<file path="config.mk">
export PLATFORM = sky130hd
export DESIGN_NAME = seg_scan_decoder
export DESIGN_NICKNAME = d
export VERILOG_FILES = /design/src/rtl/seg_scan_pkg.sv /design/src/rtl/seg_hex_decode.sv /design/src/rtl/seg_scan_decoder.sv
export SDC_FILE = /design/constraint.sdc
export NUM_CORES = 1
export LEC_CHECK = 0
export ABC_AREA = 1
export CAP_MARGIN = 10
export CORE_MARGIN = 3
export CORE_UTILIZATION = 52
export CTS_CLUSTER_DIAMETER = 80
export CTS_CLUSTER_SIZE = 10
export DETAILED_ROUTE_END_ITERATION = 6
export MAX_ROUTING_LAYER = met4
export PLACE_DENSITY = 0.81
export SLEW_MARGIN = 20
export SYNTH_ARGS = -nofsm -noshare
export SYNTH_HDL_FRONTEND = slang
export SYNTH_HIERARCHICAL = 1
export SYNTH_SLANG_ARGS = --single-unit
export TNS_END_PERCENT = 20
</file>
<file path="constraint.sdc">
create_clock -name clk -period 2.2 [get_ports clk]
set_input_delay 0.22 -clock clk [delete_from_list [all_inputs] [get_ports clk]]
set_output_delay 0.22 -clock clk [all_outputs]
set_load 0.02 [all_outputs]
</file>
<file path="src/rtl/seg_scan_pkg.sv">
// Shared constants and pattern decoder for the seven-segment scan receiver.
// Segment bit order is gfedcba: bit0 = a ... bit6 = g, 1 = lit.
package seg_scan_pkg;

    localparam int SEG_A = 0;
    localparam int SEG_B = 1;
    localparam int SEG_C = 2;
    localparam int SEG_D = 3;
    localparam int SEG_E = 4;
    localparam int SEG_F = 5;
    localparam int SEG_G = 6;

    localparam logic [6:0] SEG_BLANK = 7'h00;
    localparam logic [6:0] SEG_0 = 7'h3F;
    localparam logic [6:0] SEG_1 = 7'h06;
    localparam logic [6:0] SEG_2 = 7'h5B;
    localparam logic [6:0] SEG_3 = 7'h4F;
    localparam logic [6:0] SEG_4 = 7'h66;
    localparam logic [6:0] SEG_5 = 7'h6D;
    localparam logic [6:0] SEG_6 = 7'h7D;
    localparam logic [6:0] SEG_7 = 7'h07;
    localparam logic [6:0] SEG_8 = 7'h7F;
    localparam logic [6:0] SEG_9 = 7'h6F;
    localparam logic [6:0] SEG_HA = 7'h77;
    localparam logic [6:0] SEG_HB = 7'h7C;
    localparam logic [6:0] SEG_HC = 7'h39;
    localparam logic [6:0] SEG_HD = 7'h5E;
    localparam logic [6:0] SEG_HE = 7'h79;
    localparam logic [6:0] SEG_HF = 7'h71;

    typedef struct packed {
        logic       legal;
        logic       blank;
        logic [3:0] nibble;
    } seg_dec_t;

    // Map a segment pattern to its hex nibble; blank and unknown patterns are flagged.
    function automatic seg_dec_t seg_decode(input logic [6:0] pat);
        seg_dec_t r;
        r.legal  = 1'b1;
        r.blank  = 1'b0;
        r.nibble = 4'h0;
        case (pat)
            SEG_0:  r.nibble = 4'h0;
            SEG_1:  r.nibble = 4'h1;
            SEG_2:  r.nibble = 4'h2;
            SEG_3:  r.nibble = 4'h3;
            SEG_4:  r.nibble = 4'h4;
            SEG_5:  r.nibble = 4'h5;
            SEG_6:  r.nibble = 4'h6;
            SEG_7:  r.nibble = 4'h7;
            SEG_8:  r.nibble = 4'h8;
            SEG_9:  r.nibble = 4'h9;
            SEG_HA: r.nibble = 4'hA;
            SEG_HB: r.nibble = 4'hB;
            SEG_HC: r.nibble = 4'hC;
            SEG_HD: r.nibble = 4'hD;
            SEG_HE: r.nibble = 4'hE;
            SEG_HF: r.nibble = 4'hF;
            SEG_BLANK: begin
                r.legal = 1'b0;
                r.blank = 1'b1;
            end
            default: r.legal = 1'b0;
        endcase
        return r;
    endfunction

endpackage

</file>
<file path="src/rtl/seg_hex_decode.sv">
// Combinational segment-pattern to nibble decoder with legal/blank flags.
module seg_hex_decode
    import seg_scan_pkg::*;
(
    input  logic [6:0] seven_seg,
    output logic [3:0] nibble,
    output logic       legal,
    output logic       blank
);

    seg_dec_t dec;

    // Table lookup of the sampled pattern.
    always_comb begin
        dec    = seg_decode(seven_seg);
        nibble = dec.nibble;
        legal  = dec.legal;
        blank  = dec.blank;
    end

endmodule

</file>
<file path="src/rtl/seg_scan_decoder.sv">
// Seven-segment scan receiver: samples the multiplexed segment bus and
// one-hot digit select, waits for a stable window, then recovers per-digit
// nibbles, validity, frame completion and illegal-pattern pulses.
// Optional feature macro SEG_SCAN_ERR_CNT_EN adds an 8-bit saturating
// err_count output counting decode_err pulses.
module seg_scan_decoder
    import seg_scan_pkg::*;
#(
    parameter int NUM_DIGITS    = 4,
    parameter int STABLE_CYCLES = 4
) (
    input  logic                    clk,
    input  logic                    rst,
    input  logic [6:0]              seven_seg,
    input  logic [NUM_DIGITS-1:0]   dig,
    output logic [4*NUM_DIGITS-1:0] digit_val,
    output logic [NUM_DIGITS-1:0]   digit_valid,
    output logic                    frame_done,
`ifdef SEG_SCAN_ERR_CNT_EN
    output logic [7:0]              err_count,
`endif
    output logic                    decode_err
);

    localparam int CNT_W = $clog2(STABLE_CYCLES) + 1;
    localparam logic [CNT_W-1:0] CNT_MAX = {CNT_W{1'b1}};
    localparam logic [CNT_W-1:0] CNT_HIT = CNT_W'(STABLE_CYCLES);

    // Stage p0: registered sample pair S and its stability count
    logic [6:0]            seg_p0;
    logic [NUM_DIGITS-1:0] dig_p0;
    logic [CNT_W-1:0]      cnt_p0;
    logic [NUM_DIGITS-1:0] seen;

    logic [3:0] dec_nibble;
    logic       dec_legal;
    logic       dec_blank;
    logic       vld_p0;

    seg_hex_decode u_dec (
        .seven_seg (seg_p0),
        .nibble    (dec_nibble),
        .legal     (dec_legal),
        .blank     (dec_blank)
    );

    // Capture fires only on the single cycle the count equals the threshold.
    assign vld_p0 = (cnt_p0 == CNT_HIT);

    // Register the inputs and count how long the sample pair has been stable.
    always_ff @(posedge clk or posedge rst) begin
        if (rst) begin
            seg_p0 <= '0;
            dig_p0 <= '0;
            cnt_p0 <= '0;
        end else begin
            seg_p0 <= seven_seg;
            dig_p0 <= dig;
            if (!$onehot(dig) || (seven_seg != seg_p0) || (dig != dig_p0))
                cnt_p0 <= CNT_W'(1);
            else if (cnt_p0 != CNT_MAX)
                cnt_p0 <= cnt_p0 + CNT_W'(1);
        end
    end

    // Stage p1: apply the capture to the selected digit and track the frame
    always_ff @(posedge clk or posedge rst) begin
        if (rst) begin
            digit_val   <= '0;
            digit_valid <= '0;
            decode_err  <= 1'b0;
        end else begin
            decode_err <= vld_p0 && !dec_legal && !dec_blank;
            if (vld_p0) begin
                for (int i = 0; i < NUM_DIGITS; i++) begin
                    if (dig_p0[i]) begin
                        digit_valid[i] <= dec_legal;
                        if (dec_legal)
                            digit_val[4*i +: 4] <= dec_nibble;
                    end
                end
            end
        end
    end

    // A full seen mask raises frame_done and clears; a capture on that edge is dropped.
    always_ff @(posedge clk or posedge rst) begin
        if (rst) begin
            seen       <= '0;
            frame_done <= 1'b0;
        end else if (&seen) begin
            seen       <= '0;
            frame_done <= 1'b1;
        end else begin
            frame_done <= 1'b0;
            if (vld_p0 && (dec_legal || dec_blank))
                seen <= seen | dig_p0;
        end
    end

`ifdef SEG_SCAN_ERR_CNT_EN
    // Saturating count of illegal-pattern captures, updated with the pulse.
    always_ff @(posedge clk or posedge rst) begin
        if (rst)
            err_count <= '0;
        else if (vld_p0 && !dec_legal && !dec_blank && (err_count != 8'hFF))
            err_count <= err_count + 8'd1;
    end
`endif

endmodule

</file>
==> results of run 1 <==
-- worst paths after layout --
kind	startpoint	to	slack, ns
max in group asynchronous	rst	seg_p0[5]	1.52
hold / removal	rst	dig_p0[3]	0.34
hold reg to reg	digit_val[14]	digit_val[14]	0.48
setup / recovery	dig[0]	cnt_p0[1]	0.15
setup reg to reg	seg_p0[5]	seen[2]	0.38
min in group clk	seven_seg[5]	seg_p0[5]	0.42
-- state kept, by name (all words and copies together), names as in the netlist --
signal,count
decode_err,1
seg_p0,7
cnt_p0,3
frame_done,1
seen,4
dig_p0,4
digit_valid,4
digit_val,16
-- power by group --
part / switching, mW / total (mW) / internal (mW)
Combinational: 0.0729 / 0.130 / 0.0571
Sequential: 0.0151 / 0.760 / 0.745
Clock: 0.249 / 0.463 / 0.214
-- logic make-up after synthesis --
family | count (synthesis) | share of synthesized area
and+or+nand+nor | 154 | 0.325
DFF | 40 | 0.502
buffers and inverters | 33 | 0.0621
AOI/OAI and AO/OA | 10 | 0.0251
xor gates and xnor gates | 8 | 0.0351
adders and majority gates | 6 | 0.0414
muxes | 2 | 0.0100
-- cells in the mapped netlist --
cell      count  area share
nand2_1     100        0.19
dfrtp_1      40        0.50
nor2_1       30       0.056
inv_1        29       0.055
xnor2_1       7       0.031
a21oi_1       6       0.015
nand3_1       6       0.015
ha_1          5       0.031
inv_2         4      0.0075
nand2_2       4       0.013
nor3_1        4       0.010
o21ai_0       4       0.010
nand3_2       3       0.015
mux2i_1       2       0.010
nor2_2        2      0.0063
nor2_4        2       0.011
and3_1        1      0.0031
fa_1          1       0.010
nand3b_1      1      0.0038
nand4_1       1      0.0031
xor2_1        1      0.0044
-- cell type report --
cell class | instances | area share
clock buffer | 5 | 0.0273
clock inverter | 2 | 0.00497
inverter | 33 | 0.0492
multi-input combinational | 180 | 0.349
sequential | 40 | 0.397
tap | 46 | 0.0228
timing repair buffer | 39 | 0.150
-- metrics by stage --
stage	setup WS (ns)	cell area [sq um]	setup TNS [ns]
3_5_place_dp	-0.250	2430	-0.696
2_1_floorplan	0.363	2000	0
5_1_grt	0.00236	2520	0
4_1_cts	0.0472	2510	0
6_report	0.152	2520	0
3_3_place_gp	-0.202	2430	-0.565
-- tightest hold or removal path, cell delays in order --
cell	delay, ns
clkdlybuf4s50_1	0.39
inv_1	0.05
buf_4	0.41
-- layer usage --
layer | global-route usage | vias up | routed length (um)
met5 | - | - | 0
met4 | 0.0968 | 0 | 84
met3 | 0.0443 | 8 | 172
met2 | 0.323 | 36 | 1890
met1 | 0.238 | 753 | 1710
li1 | - | 863 | -
==> impl_metrics.env, run 1 <==
export IMPL_final_core_util=0.716
export IMPL_crit_type="primary input to flip-flop"
export IMPL_reg2reg_depth=9
export IMPL_finClkSkew_ns=0.00521
export IMPL_insertion_delay_ns=0.30
export IMPL_drc=0
export IMPL_gr_total_overflow=0
export IMPL_ys_seq_elements=40
export IMPL_core_area_sq_mm=0.00352
export IMPL_cts_tree="done"
export IMPL_antenna_found_initial=0
export IMPL_cts_buffers=5
export IMPL_layout_drive_gt1_share=0.0970
export IMPL_layout_nets=318
export IMPL_antenna_cells=0
export IMPL_die_w_um=68.0
export IMPL_post_dp_hpwl_mm=3.03
export IMPL_port_buffers=34
export IMPL_die_y_um=68.0
export IMPL_cap_violations=0
export IMPL_nFillCells=300
export IMPL_cts_root_buffer="clkbuf_8"
export IMPL_cts_repair_resized=0
export IMPL_path_delay_family="adder cells"
export IMPL_report_power_total_mw=1.35
export IMPL_clk_pin_slew_ns=0.07
export IMPL_tightestPinTransition_ns=0.484
export IMPL_yosysWarnings=6
export IMPL_synthesis_area_sq_mm=0.00200
export IMPL_ioPinCount=35
export IMPL_finalCritPeriodShare=0.931
export IMPL_clock_sinks=40
export IMPL_vias=1660
export IMPL_cts_hold_buf=0
export IMPL_track_usage=0.201
export IMPL_row_count=21
export IMPL_syn_inst=253
export IMPL_rsz0062_at_grt="false"
export IMPL_totalWireLength_mm=3.86
export IMPL_ys_seq_area_frac=0.502
export IMPL_hold_path_class="primary input to asynchronous set/reset pin"
export IMPL_drt_iter0_markers=102
export IMPL_final_seq_area_sq_mm=0.00100
export IMPL_dp_cells=338
export IMPL_detail_route_first_pass_iterations=5
export IMPL_synth_nets=272
export IMPL_htree_levels=2
export IMPL_synthToLayoutAreaGrowth_pct=26.3
export IMPL_layout_common_cells="nand2_1 (100), dfrtp_1 (40), clkdlybuf4s50_1 (34), inv_1 (29), nor2_1 (29)"
export IMPL_end_kind="flip-flop"
export IMPL_ys_types=21
export IMPL_multi_input_area_sq_um=878
export IMPL_slew_violations=0
export IMPL_status="finished, final reports clean"
export IMPL_fp_dieArea_sq_mm=0.00462
export IMPL_post_route_min_period_ns=2.05
export IMPL_setup_violations=0
export IMPL_ir_drop_mv=0.400
export IMPL_start_util=0.567
export IMPL_crit_chain="clkdlybuf4s50_1, inv_1, fa_1, inv_1, ha_1, ha_1, nor3_2, nand2_1, nor2_2, nand3_1, nor2_1"
export IMPL_cp_data_required_time_ns=2.43
export IMPL_power_density_mw_per_mm2=537
export IMPL_hold_viol=0
export IMPL_cp_buffers_inverters=3
export IMPL_fmax_ghz=0.488
export IMPL_avgSynthCellArea_sq_um=7.89
export IMPL_grt_pass1_vias=1564
export IMPL_slew_headroom=0.678
export IMPL_clk_path_buf_depth=2
export IMPL_antenna_left=0
export IMPL_stdcell_count=345
export IMPL_routedWlPerCell_um=11.2
export IMPL_gp_congestion=0.837
export IMPL_path_max_fanout=2
export IMPL_holdWs_ns=0.337
export IMPL_p_leak_nw=1.40
export IMPL_grt_max_degree=41
export IMPL_grt_pass1_wl_mm=6.60
export IMPL_max_stage_delay_ns=0.54
export IMPL_layout_commonest_cell="nand2_1"
export IMPL_worst_path_stages=11
export IMPL_cts_setup_buffers=0
export IMPL_viasPerCell=4.81
export IMPL_startpoint_type="primary input"
export IMPL_crit_slowest_cell="fa_1"
export IMPL_worst_ep_arrival_time_ns=2.28
Note: power is estimated with default switching activity, not from simulation.
==> run 2, diff against run 1 <==
--- a/config.mk
+++ b/config.mk
@@ -12,7 +12,6 @@
 export CTS_CLUSTER_DIAMETER = 80
 export CTS_CLUSTER_SIZE = 10
 export DETAILED_ROUTE_END_ITERATION = 6
-export MAX_ROUTING_LAYER = met4
 export PLACE_DENSITY = 0.81
 export SLEW_MARGIN = 20
 export SYNTH_ARGS = -nofsm -noshare
==> impl_metrics.env, run 2 (synthesized netlist as in run 1, its figures left out) <==
export IMPL_fp_dieArea_sq_mm=0.00462
export IMPL_layout_commonest_cell="nand2_1"
export IMPL_cts_tree="done"
export IMPL_cts_root_buffer="clkbuf_8"
export IMPL_path_max_fanout=2
export IMPL_layout_nets=318
export IMPL_setup_violations=0
export IMPL_crit_type="primary input to flip-flop"
export IMPL_nFillCells=300
export IMPL_crit_slowest_cell="fa_1"
export IMPL_grt_pass1_wl_mm=6.61
export IMPL_tightestPinTransition_ns=0.485
export IMPL_final_seq_area_sq_mm=0.00100
export IMPL_grt_pass1_vias=1564
export IMPL_track_usage=0.195
export IMPL_clk_pin_slew_ns=0.07
export IMPL_ir_drop_mv=0.400
export IMPL_synthToLayoutAreaGrowth_pct=26.3
export IMPL_fmax_ghz=0.488
export IMPL_cts_repair_resized=0
export IMPL_die_w_um=68.0
export IMPL_place_area_sq_mm=0.00243
export IMPL_cap_violations=0
export IMPL_setup_ws_ns=0.151
export IMPL_drc=0
export IMPL_grt_max_degree=41
export IMPL_viasPerCell=4.83
export IMPL_regMostFlops="digit_val"
export IMPL_largest_reg_flops=16
export IMPL_path_delay_family="adder cells"
export IMPL_worst_path_stages=11
export IMPL_timing_rr_end="seen[2]"
export IMPL_core_area_sq_mm=0.00352
export IMPL_slew_violations=0
export IMPL_ioPinCount=35
export IMPL_status="finished, final reports clean"
export IMPL_final_core_util=0.716
export IMPL_multi_input_area_sq_um=878
export IMPL_layout_common_cells="nand2_1 (100), dfrtp_1 (40), clkdlybuf4s50_1 (34), inv_1 (29), nor2_1 (29)"
export IMPL_final_area_sq_mm=0.00252
export IMPL_drt_iter0_markers=113
export IMPL_port_buffers=34
export IMPL_cts_buffers=5
export IMPL_finalCritPeriodShare=0.931
export IMPL_cp_buffers_inverters=3
export IMPL_antenna_left=0
export IMPL_max_stage_delay_ns=0.54
export IMPL_regToRegSetupSlack_ns=0.37
export IMPL_clk_path_buf_depth=2
export IMPL_totalWireLength_mm=3.88
export IMPL_p_leak_nw=1.40
export IMPL_report_power_total_mw=1.35
export IMPL_cts_setup_buffers=0
export IMPL_die_y_um=68.0
export IMPL_layout_drive_gt1_share=0.0970
export IMPL_slew_headroom=0.676
export IMPL_rsz0062_at_grt="false"
export IMPL_startpoint="dig[0]"
export IMPL_cts_hold_buf=0
export IMPL_startpoint_type="primary input"
export IMPL_hold_viol=0
export IMPL_finClkSkew_ns=0.00525
export IMPL_antenna_found_initial=0
export IMPL_post_dp_hpwl_mm=3.03
export IMPL_routedWlPerCell_um=11.2
export IMPL_antenna_cells=0
export IMPL_end_kind="flip-flop"
export IMPL_power_density_mw_per_mm2=538
export IMPL_reg2reg_depth=9
export IMPL_row_count=21
export IMPL_worst_ep_arrival_time_ns=2.28
export IMPL_insertion_delay_ns=0.30
export IMPL_htree_levels=2
export IMPL_gr_total_overflow=0
export IMPL_clock_sinks=40
export IMPL_place_ws_ns=-0.250
export IMPL_r2r_start="seg_p0[5]"
export IMPL_cp_data_required_time_ns=2.43
export IMPL_vias=1667
export IMPL_detail_route_first_pass_iterations=4
export IMPL_gp_congestion=0.825
export IMPL_hold_path_class="primary input to asynchronous set/reset pin"
export IMPL_start_util=0.567
export IMPL_largest_registers="digit_val: 16 flops, seg_p0: 7 flops"
export IMPL_post_route_min_period_ns=2.05
export IMPL_crit_chain="clkdlybuf4s50_1, inv_1, fa_1, inv_1, ha_1, ha_1, nor3_2, nand2_1, nor2_2, nand3_1, nor2_1"
run 2: cell counts in the layout (fill, tap and decap cells not counted):
No cell type changed its count.
run 2: worst reg2reg max path: cells and delay by family (launching register included):
family          cells  cell delay, ns
compound gates      1            0.12
simple gates        8            1.21
flops               1            0.45
run 2: worst max-delay path by stage:
stage                      to  slack [ns]
CTS                 cnt_p0[1]        0.05
global route        cnt_p0[1]       0.002
detailed placement  cnt_p0[1]       -0.25
finish              cnt_p0[1]        0.15
global placement    cnt_p0[1]       -0.20
floorplan           cnt_p0[1]        0.36
run 2: final cells by class:
cell class	count	share of cell area
multi-input combinational	180	0.349
sequential	40	0.397
clock buffer	5	0.0273
inverter	33	0.0492
tap	46	0.0228
clock inverter	2	0.00497
timing repair buffer	39	0.150
run 2: metal layers:
layer	vias to the layer above	part of all wire	GRT usage
li1	861	-	-
met1	759	0.44	0.238
met2	39	0.49	0.323
met3	8	0.049	0.0443
met4	0	0.022	0.0968
met5	-	0	0
run 2: through the flow:
step,std cells,setup TNS (ns),hold slack [ns]
after floorplan,253,0,0.251
after CTS,345,0,0.354
after global routing,345,0,0.401
final,345,0,0.336
after global placement,338,-0.565,0.464
after detailed placement,338,-0.696,0.467
run 2: where the power goes:
group	switching [mW]	total (mW)	internal, mW
Combinational	0.0733	0.130	0.0571
Sequential	0.0151	0.760	0.745
Clock	0.250	0.464	0.214
==> run 3, diff against run 2 <==
--- a/config.mk
+++ b/config.mk
@@ -7,12 +7,14 @@
 export LEC_CHECK = 0
 export ABC_AREA = 1
 export CAP_MARGIN = 10
+export CELL_PAD_IN_SITES_DETAIL_PLACEMENT = 0
+export CELL_PAD_IN_SITES_GLOBAL_PLACEMENT = 1
 export CORE_MARGIN = 3
-export CORE_UTILIZATION = 52
+export CORE_UTILIZATION = 38
 export CTS_CLUSTER_DIAMETER = 80
 export CTS_CLUSTER_SIZE = 10
 export DETAILED_ROUTE_END_ITERATION = 6
-export PLACE_DENSITY = 0.81
+export PLACE_DENSITY = 0.8
 export SLEW_MARGIN = 20
 export SYNTH_ARGS = -nofsm -noshare
 export SYNTH_HDL_FRONTEND = slang
==> impl_metrics.env, run 3 (synthesized netlist as in run 1, its figures left out) <==
export IMPL_ioPinCount=35
export IMPL_internal_power_mw=1.05
export IMPL_grt_pass1_vias=1657
export IMPL_holdWs_ns=0.236
export IMPL_finClkSkew_ns=0.00507
export IMPL_layout_drive_gt1_share=0.100
export IMPL_setup_violations=0
export IMPL_clk_pin_slew_ns=0.08
export IMPL_rsz0062_at_grt="false"
export IMPL_die_w_um=78.5
export IMPL_grt_max_degree=41
export IMPL_htree_levels=2
export IMPL_slew_violations=0
export IMPL_cap_violations=0
export IMPL_antenna_left=0
export IMPL_totalWireLength_mm=4.03
export IMPL_antenna_cells=0
export IMPL_tightestPinTransition_ns=0.504
export IMPL_drc=0
export IMPL_crit_chain="clkdlybuf4s50_1, inv_1, fa_1, inv_1, ha_1, ha_1, nor3_2, nand2_1, nor2_2, nand3_2, nor2_1"
export IMPL_max_stage_delay_ns=0.53
export IMPL_cts_hold_buf=0
export IMPL_viasPerCell=4.50
export IMPL_row_count=25
export IMPL_post_dp_hpwl_mm=3.11
export IMPL_timing_rr_end="seen[1]"
export IMPL_min_path_cells=1
export IMPL_track_usage=0.150
export IMPL_startpoint_type="primary input"
export IMPL_detail_route_first_pass_iterations=4
export IMPL_seqPwrFrac=0.548
export IMPL_regMostFlops="digit_val"
export IMPL_die_y_um=78.5
export IMPL_grt_pass1_wl_mm=7.29
export IMPL_reg2reg_depth=9
export IMPL_end_kind="flip-flop"
export IMPL_finalCritPeriodShare=0.930
export IMPL_post_route_min_period_ns=2.05
export IMPL_gr_total_overflow=0
export IMPL_place_ws_ns=-0.299
export IMPL_cts_tree="done"
export IMPL_start_util=0.406
export IMPL_cts_buffers=5
export IMPL_min_from="dig[1]"
export IMPL_crit_slowest_cell="fa_1"
export IMPL_cp_data_required_time_ns=2.42
export IMPL_drt_iter0_markers=54
export IMPL_clock_sinks=40
export IMPL_p_comb_frac=0.094
export IMPL_routedWlPerCell_um=11.0
export IMPL_path_max_fanout=2
export IMPL_largest_registers="digit_val: 16 flops, seg_p0: 7 flops"
export IMPL_core_area_sq_mm=0.00491
export IMPL_cts_root_buffer="clkbuf_8"
export IMPL_ir_drop_mv=0.214
export IMPL_power_density_mw_per_mm2=543
export IMPL_insertion_delay_ns=0.29
export IMPL_cts_setup_buffers=0
export IMPL_status="finished, final reports clean"
export IMPL_worst_ep_arrival_time_ns=2.26
export IMPL_crit_type="primary input to flip-flop"
export IMPL_fp_dieArea_sq_mm=0.00616
export IMPL_p_leak_nw=1.41
export IMPL_hold_path_class="primary input to flip-flop"
export IMPL_final_core_util=0.520
export IMPL_r2r_start="seg_p0[5]"
export IMPL_switchingPower_mw=0.337
export IMPL_regToRegSetupSlack_ns=0.28
export IMPL_slew_headroom=0.664
export IMPL_layout_commonest_cell="nand2_1"
export IMPL_clk_path_buf_depth=2
export IMPL_clock_power_share=0.358
export IMPL_p_sw_frac=0.243
export IMPL_layout_common_cells="nand2_1 (100), dfrtp_1 (40), clkdlybuf4s50_1 (33), inv_1 (29), nor2_1 (29)"
export IMPL_worst_hold_path_endpoint="dig_p0[1]"
export IMPL_synthToLayoutAreaGrowth_pct=28.0
export IMPL_layout_nets=317
export IMPL_vias=1648
export IMPL_hold_viol=0
export IMPL_fmax_ghz=0.489
export IMPL_gp_congestion=0.812
export IMPL_port_buffers=34
export IMPL_antenna_found_initial=0
export IMPL_largest_reg_flops=16
export IMPL_setup_ws_ns=0.154
## run 3: how the worst max path moves through the flow
stage            from         to  cells after the start
3_3_place_gp   dig[1]  cnt_p0[1]                     11
2_1_floorplan  dig[0]  cnt_p0[1]                     10
5_1_grt        dig[0]  cnt_p0[2]                     11
6_report       dig[0]  cnt_p0[2]                     11
3_5_place_dp   dig[1]  cnt_p0[2]                     11
4_1_cts        dig[0]  cnt_p0[2]                     11
## run 3: stage by stage
stage	instances	cell area, sq um	power [mW]	TNS [ns]
floorplan	253	2000	0.849	0
CTS	366	2540	1.41	0
finish	366	2550	1.39	0
detailed placement	358	2450	0.904	-0.824
global placement	358	2450	0.902	-0.757
global route	366	2550	1.47	0
## run 3: critical path, delay by kind of cell
kind	cells	cell delay, ns
and+or+nand+nor	5	0.48
adders and majority gates	3	0.98
buffers and inverters	3	0.57
## run 3: layer usage
metal / vias up / global-route usage / share of wire
li1: 857 / - / -
met1: 746 / 0.190 / 0.48
met3: 7 / 0.0241 / 0.040
met2: 38 / 0.249 / 0.47
met5: - / 0 / 0
met4: 0 / 0.0699 / 0.019
## run 3: final cells by class
type	instances	area [sq um]
clock buffers	6	82.6
fillers	503	2360
multi-input cells	180	883
inverters	33	124
well taps	67	83.8
flip-flops and latches	40	1000
clock inverters	2	10.0
repair buffers	38	369
## run 3: what timing repair did
action / CTS / global route
hold endpoints to repair: 0 / 0
cloned: 0 / 0
endpoints found under the setup margin: 1 / 3
pin swaps: 0 / 3
gates resized for setup: 1 / 3
## run 3: power groups by stage
stage | logic [mW] | registers, mW | clock network, mW
2_1_floorplan | 0.0772 | 0.771 | 0
4_1_cts | 0.129 | 0.760 | 0.524
3_5_place_dp | 0.129 | 0.775 | 0
6_report | 0.130 | 0.760 | 0.497
5_1_grt | 0.150 | 0.762 | 0.554
3_3_place_gp | 0.128 | 0.775 | 0
